--- src/rtl/toggle_rx_pkg.sv ---
// Shared constants, derived-state enum and full-count helper for the
// toggle-signalling receiver.
package toggle_rx_pkg;

  localparam int DEF_SYNC_STAGES = 2;
  localparam int DEF_CNT_WIDTH   = 4;
  localparam int DEF_TOTAL_WIDTH = 8;

  typedef enum logic [1:0] {
    IDLE    = 2'd0,
    PENDING = 2'd1,
    FULL    = 2'd2
  } rx_state_e;

  function automatic int unsigned full_count(input int unsigned w);
    return (32'd1 << w) - 32'd1;
  endfunction

  localparam int unsigned DEF_FULL_CNT = full_count(DEF_CNT_WIDTH);

endpackage

--- src/rtl/toggle_sync.sv ---
// Multi-flop synchroniser for a single asynchronous level.
// Clears to 0 asynchronously.
module toggle_sync #(
  parameter int STAGES = 2
) (
  input  logic clock,
  input  logic clear,
  input  logic d,
  output logic q
);

  logic [STAGES-1:0] chain;

  always_ff @(posedge clock or posedge clear) begin
    if (clear) chain <= '0;
    else       chain <= {chain[STAGES-2:0], d};
  end

  assign q = chain[STAGES-1];

endmodule

--- src/rtl/toggle_event_receiver.sv ---
// Toggle-link receive end: sync, edge detect, pending queue, status.
// Define TOGGLE_RX_ACK_EN to build the ack_toggle return register.
module toggle_event_receiver
  import toggle_rx_pkg::*;
#(
  parameter int SYNC_STAGES = DEF_SYNC_STAGES,
  parameter int CNT_WIDTH   = DEF_CNT_WIDTH,
  parameter int TOTAL_WIDTH = DEF_TOTAL_WIDTH
) (
  input  logic                   clock,
  input  logic                   clear,
  input  logic                   toggle_in,
  output logic                   event_valid,
  input  logic                   event_ready,
  output logic [CNT_WIDTH-1:0]   pending,
  output logic [TOTAL_WIDTH-1:0] total,
  output logic                   overflow,
  output logic                   ack_toggle
);

  localparam logic [CNT_WIDTH-1:0] FULL_CNT =
    CNT_WIDTH'(full_count(CNT_WIDTH));

  logic      sync_last;
  logic      prev;
  logic      edge_det;
  logic      accept;
  logic      inc;
  logic      dec;
  rx_state_e state;

  toggle_sync #(
    .STAGES(SYNC_STAGES)
  ) u_sync (
    .clock(clock),
    .clear(clear),
    .d    (toggle_in),
    .q    (sync_last)
  );

  always_comb begin
    state = IDLE;
    if (pending == FULL_CNT) state = FULL;
    else if (pending != '0)  state = PENDING;
  end

  assign event_valid = (state != IDLE);
  assign edge_det    = sync_last ^ prev;
  assign accept      = event_valid & event_ready;
  assign inc         = edge_det & ~accept;
  assign dec         = accept & ~edge_det;

  always_ff @(posedge clock or posedge clear) begin
    if (clear) begin
      prev     <= 1'b0;
      pending  <= '0;
      total    <= '0;
      overflow <= 1'b0;
    end else begin
      prev <= sync_last;
      unique case (1'b1)
        inc: begin
          // a full queue drops the event but remembers it happened
          if (state == FULL) overflow <= 1'b1;
          else pending <= pending + CNT_WIDTH'(1);
        end
        dec:     pending <= pending - CNT_WIDTH'(1);
        default: ;
      endcase
      if (accept) total <= total + TOTAL_WIDTH'(1);
    end
  end

`ifdef TOGGLE_RX_ACK_EN
  always_ff @(posedge clock or posedge clear) begin
    if (clear)         ack_toggle <= 1'b0;
    else if (edge_det) ack_toggle <= ~ack_toggle;
  end
`else
  assign ack_toggle = 1'b0;
`endif

endmodule

--- config.mk ---
export PLATFORM = sky130hd
export DESIGN_NAME = toggle_event_receiver
export DESIGN_NICKNAME = d
export VERILOG_FILES = /design/src/rtl/toggle_rx_pkg.sv /design/src/rtl/toggle_sync.sv /design/src/rtl/toggle_event_receiver.sv
export SDC_FILE = /design/constraint.sdc
export NUM_CORES = 1
export LEC_CHECK = 0
export ABC_AREA = 1
export CAP_MARGIN = 20
export CORE_ASPECT_RATIO = 0.7
export CORE_MARGIN = 2
export CORE_UTILIZATION = 45
export DETAILED_ROUTE_END_ITERATION = 10
export GPL_TIMING_DRIVEN = 1
export HOLD_SLACK_MARGIN = 0.02
export PLACE_DENSITY = 0.84
export SLEW_MARGIN = 15
export SYNTH_ARGS = -nofsm -noshare
export SYNTH_HDL_FRONTEND = slang
export SYNTH_HIERARCHICAL = 1
export SYNTH_SLANG_ARGS = --single-unit
--- constraint.sdc ---
create_clock -name clock -period 2.85 [get_ports clock]
set_input_delay 0.57 -clock clock [delete_from_list [all_inputs] [get_ports clock]]
set_output_delay 0.57 -clock clock [all_outputs]
set_load 0.01 [all_outputs]
=== Word-level counts from Yosys, hierarchy flattened ===
Cells that the tools add are included.

* Register bits after elaboration: 16
* Output and inout bits: 15

* Add/subtract/negate cells: 3
* Eq/ne operators: 3
* Muxes and demuxes: 4
* Bitwise gates (word level): 6
* Reductions and logical operators: 5

{| class="wikitable"
|+ Operators with widths
! operator !! number
|-
| adder 8 x 1 -> 8 bit, second input constant || 1
|-
| case mux 4 bit (2 select lines) || 1
|-
| adder 4 x 1 -> 4 bit, second input constant || 1
|-
| == test 4 bit, second input constant || 1
|-
| two-way mux 4 bit || 1
|-
| AND reduction 2 bit || 2
|-
| nonzero test 2 bit || 2
|-
| nonzero test 4 bit || 1
|-
| subtractor 4 x 1 -> 4 bit, second input constant || 1
|-
| AND 1 bit || 3
|-
| == test 2 bit, second input constant || 1
|-
| two-way mux 2 bit || 1
|-
| != test 2 bit, second input constant || 1
|-
| NOT 1 bit || 2
|-
| two-way mux 1 bit || 1
|-
| XOR 1 bit || 1
|}

=== Logic depth before layout (Yosys ltp) ===
* Depth in word-level cells: 9
* Mapped depth: 11
* Gate-level depth less buffers: 11

=== Modules after synthesis ===
Netlist, hierarchy kept.

{| class="wikitable"
|+ By module, submodules not included
! module !! times used !! cells each !! area an instance (sq um) !! seq. area each (sq um)
|-
| toggle_event_receiver || 1 || 84 || 842.1 || 350.3
|-
| toggle_sync || 1 || 3 || 53.8 || 50.0
|}

=== Least setup slack after synthesis ===
OpenSTA, ideal clock, no wires.

* Kind: reg2reg
* Start: register pending[2]
* End: register pending[3]
* Library setup time: 0.118 ns
* Arrival: 1.610 ns
* Data required time: 2.732 ns
* Path slack: 1.122 ns
* Stages on the path, launching flop included: 12
* Path buffers: 0
* Period minus slack after synthesis: 1.728 ns
* Cell sequence: dfrtp_1 > nor2_2 > nand2_4 > nand2_8 > nor2_2 > ha_1 > nand3_1 > nand3_1 > inv_1 > nand2_1 > nand3_1 > nand2_1

* Word-level cells in the longest chain between the ends: 9
* Elaborated cells between the ends (all ways): 17
* Those cells by class: add/sub: 2; eq/ne: 3; mux: 4; bitwise: 4; reduce/logical: 4

{| class="wikitable"
|+ Ends and longest elaborated chain
! what !! RTL line !! text
|-
| from (decl) || toggle_event_receiver.sv:15 || <nowiki>output logic [CNT_WIDTH-1:0] pending,</nowiki>
|-
| from (signal assigned) || toggle_event_receiver.sv:65 || <nowiki>else pending <= pending + CNT_WIDTH'(1);</nowiki>
|-
| from (signal assigned) || toggle_event_receiver.sv:67 || <nowiki>dec: pending <= pending - CNT_WIDTH'(1);</nowiki>
|-
| nonzero test 4 bit || toggle_event_receiver.sv:44 || <nowiki>else if (pending != '0) state = PENDING;</nowiki>
|-
| two-way mux 1 bit || toggle_event_receiver.sv:44 ||
|-
| two-way mux 2 bit (*) || toggle_event_receiver.sv:43 || <nowiki>if (pending == FULL_CNT) state = FULL;</nowiki>
|-
| nonzero test 2 bit (*) || toggle_event_receiver.sv:47 || <nowiki>assign event_valid = (state != IDLE);</nowiki>
|-
| net event_valid || toggle_event_receiver.sv:13 || <nowiki>output logic event_valid,</nowiki>
|-
| AND 1 bit (*) || toggle_event_receiver.sv:49 || <nowiki>assign accept = event_valid & event_ready;</nowiki>
|-
| NOT 1 bit || toggle_event_receiver.sv:50 || <nowiki>assign inc = edge_det & ~accept;</nowiki>
|-
| AND 1 bit || toggle_event_receiver.sv:50 ||
|-
| != test 2 bit (no line) or nonzero test 2 bit (tied branches) || - ||
|-
| AND reduction 2 bit (no line) || - ||
|}

The timed path passes the listed nets; every way through them passes the cells marked *. The select of a mux whose other input is x is not followed.
A chain may end at the register's enable or synchronous reset.

=== Worst setup path after layout ===
* Start: input port event_ready
* End: register pending[3]

* Word-level cells in the longest chain between the ends: 5
* Elaborated cells between the ends (all ways): 8
* Those cells by class: eq/ne: 1; mux: 1; bitwise: 4; reduce/logical: 2

{| class="wikitable"
|+ Ends and longest elaborated chain
! what !! RTL line !! text
|-
| from (decl) || toggle_event_receiver.sv:14 || <nowiki>input logic event_ready,</nowiki>
|-
| AND 1 bit (*) || toggle_event_receiver.sv:49 ||
|-
| NOT 1 bit || toggle_event_receiver.sv:50 ||
|-
| AND 1 bit || toggle_event_receiver.sv:50 ||
|-
| != test 2 bit (no line) or nonzero test 2 bit (tied branches) || - ||
|-
| AND reduction 2 bit (no line) || - ||
|}

Every way passes the cells marked *; elsewhere a longest branch is shown, timed or not.

==> impl_metrics.json <==
{
  "fmax_ghz": 0.482,
  "portBuffers": 17,
  "globalRouteOverflowTotal": 0,
  "ys_seq_area_frac": 0.447,
  "drtIter0Drc": 9,
  "setup_viol": 0,
  "critPathKind": "in2reg",
  "wl_per_cell_um": 11.1,
  "path_clk_slew_ns": 0.09,
  "clkLatencyLatePin_ns": 0.28,
  "root_buffer": "clkbuf_4",
  "synth_area_per_cell_um2": 10.3,
  "vias": 614,
  "antenna_found_initial": 0,
  "min_period_ns": 2.08,
  "ctsResizeCount": 0,
  "dr.pass1.iters": 4,
  "die-width_um": 57.3,
  "cts_sinks": 16,
  "wl_met2_um": 661,
  "crit_path_end_kind": "flip-flop",
  "cp_max_fo": 9,
  "start_kind": "primary input",
  "synth_area_leader_cell": "dfrtp_1",
  "cts_hold_buf": 0,
  "postCtsSetupRepairBufs": 0,
  "num_antenna_cells": 0,
  "wl_met3_um": 77,
  "synth_top_area_frac": 0.447,
  "critPathArrivalTime_ns": 2.26,
  "die_h_um": 41.3,
  "wirelength_um": 1430,
  "grt_pass1_vias": 540,
  "required_ns": 3.03,
  "drc": 0,
  "synth.distinct_cells": 25,
  "p_leak_uw": 0.000552,
  "ys_top_cells_by_area": "dfrtp_1 45%, nand2_1 6.7%, ha_1 4.2%",
  "synth_top_cells_by_count": "16 x dfrtp_1, 16 x nand2_1, 10 x inv_1",
  "fin_ws_ns": 0.775,
  "grt_pass1_wl_um": 2440,
  "slew_headroom": 0.657,
  "max-vdd-ir-drop_uv": 467,
  "h-tree-depth": 1,
  "io_pins": 19,
  "rsz0062_at_grt": "false",
  "gp_congestion": 0.808,
  "dieArea_um2": 2370,
  "coreArea_um2": 1870,
  "postRouteAntennaNets": 0,
  "track_usage": 0.144,
  "finalMaxSlewViolations": 0,
  "wl_met1_um": 684,
  "nets": 116,
  "synth_seq_cells": 16,
  "synth-edff-count": 0,
  "area.growth.synth_to_final_pct": 25.3,
  "cts_tree": "yes",
  "syn_nets": 95,
  "synthArstFlopShare": 1.00,
  "fillers": 155,
  "ctsLongestPathBuffers": 2,
  "dp_hpwl_um": 1170,
  "rows": 13,
  "hp-class": "reg2reg",
  "max_cap_violations": 0,
  "fin_skew_ns": 0.00685,
  "drive_gt1_frac": 0.196,
  "grt_max_degree": 15,
  "routed_via_density": 4.76,
  "finalCritPeriodShare": 0.728,
  "routed.top_layer": "met4",
  "dpl_worst_slack_ns": 0.470,
  "finalHoldViolCount": 0,
  "tns_ns": 0,
  "cts_inserted_buffers": 3,
  "p_per_area_nw_per_um2": 1010,
  "netlist_area_um2": 896,
  "yosysWarnings": 6,
  "synth_cells": 87,
  "status": "complete, no violations",
  "initial_core_util": 0.479,
  "worst-slew-pin-transition_ns": 0.514,
  "synth_ff_type": "dfrtp_1"
}
## cell type report
cell class	count	area [µm²]	area share
multi-input cells	59	447	0.398
flip-flops and latches	16	400	0.357
repair buffers	17	170	0.152
inverters	11	41.3	0.0368
clock buffers	4	36.3	0.0323
well taps	22	27.5	0.0245
## worst max-delay path, cell delays in order
cell,delay (ns)
clkdlybuf4s50_1,0.63
nand2_8,0.13
nor2_2,0.16
ha_1,0.29
nand3_1,0.10
nand3_1,0.10
inv_1,0.09
nand2_1,0.06
nand3_1,0.08
nand2_1,0.05
## cell families (layout without fill, tap and decap cells)
logic type                 Yosys count  count (layout)  synth area share
adders and majority gates            4               4            0.0643
muxes                                1               1            0.0168
AOI/OAI and AO/OA                    2               2            0.0140
xor gates and xnor gates             9               9             0.105
and+or+nand+nor                     42              42             0.295
other                                1               1           0.00419
DFF                                 16              16             0.447
buffers and inverters               12              32            0.0545
## final timing paths
| check | startpoint | endpoint | slack (ns) | cells past startpoint |
|---|---|---|---|---|
| setup / recovery | event_ready | pending[3] | 0.77 | 10 |
| hold / removal | u_sync/chain[0] | u_sync/chain[1] | 0.36 | 0 |
| setup reg to reg | pending[2] | pending[3] | 1.04 | 11 |
| hold reg to reg | u_sync/chain[0] | u_sync/chain[1] | 0.36 | 0 |
| max in group asynchronous | clear | total[0] | 1.87 | 2 |
| min in group asynchronous | clear | u_sync/chain[1] | 0.46 | 2 |
## power breakdown
part / leakage (µW) / internal (µW) / switching, µW
clock network: 0.0000210 / 77.8 / 65.8
logic: 0.000336 / 301 / 267
registers: 0.000196 / 311 / 111
## flip-flops by register name, indices dropped and copies added, names as in the netlist
name	cells
overflow	1
total	8
u_sync/chain	2
prev	1
pending	4
## cells in the final DEF (no fill, tap or decap)
cell,netlist,layout
clkdlybuf4s50_1,0,17
dfrtp_1,16,16
xnor2_2,2,2
nor2_1,3,3
nor2_4,1,1
ha_1,3,3
mux2_4,1,1
clkbuf_4,0,3
nor2_8,1,1
nand4_1,3,3
fa_1,1,1
nand2_2,2,2
inv_2,1,1
conb_1,1,1
nand3_4,1,1
inv_1,10,10
nand2_4,2,2
clkbuf_8,0,1
o21ai_1,1,1
nand3_1,7,7
nor2_2,4,4
nand3_2,1,1
xnor2_1,4,4
nand2_8,1,1
nand2_1,16,16
o21bai_1,1,1
xor2_1,3,3
## metal layers
metal  GRT usage  vias up
met5           0        -
met4      0.0349        0
met3      0.0556        2
met2       0.221       15
met1       0.196      285
li1            -      312
## per-stage QoR
step | cell area [µm²] | hold WS, ns | utilization | instances | total power (µW)
floorplan | 896 | 0.311 | - | 87 | 763
global placement | 1090 | 0.339 | 0.581 | 125 | 981
detailed placement | 1090 | 0.348 | 0.581 | 125 | 1000
CTS | 1120 | 0.370 | 0.600 | 129 | 1150
global route | 1120 | 0.385 | 0.600 | 129 | 1230
finish | 1120 | 0.365 | 0.600 | 129 | 1130
(Power assumes the default switching activity.)
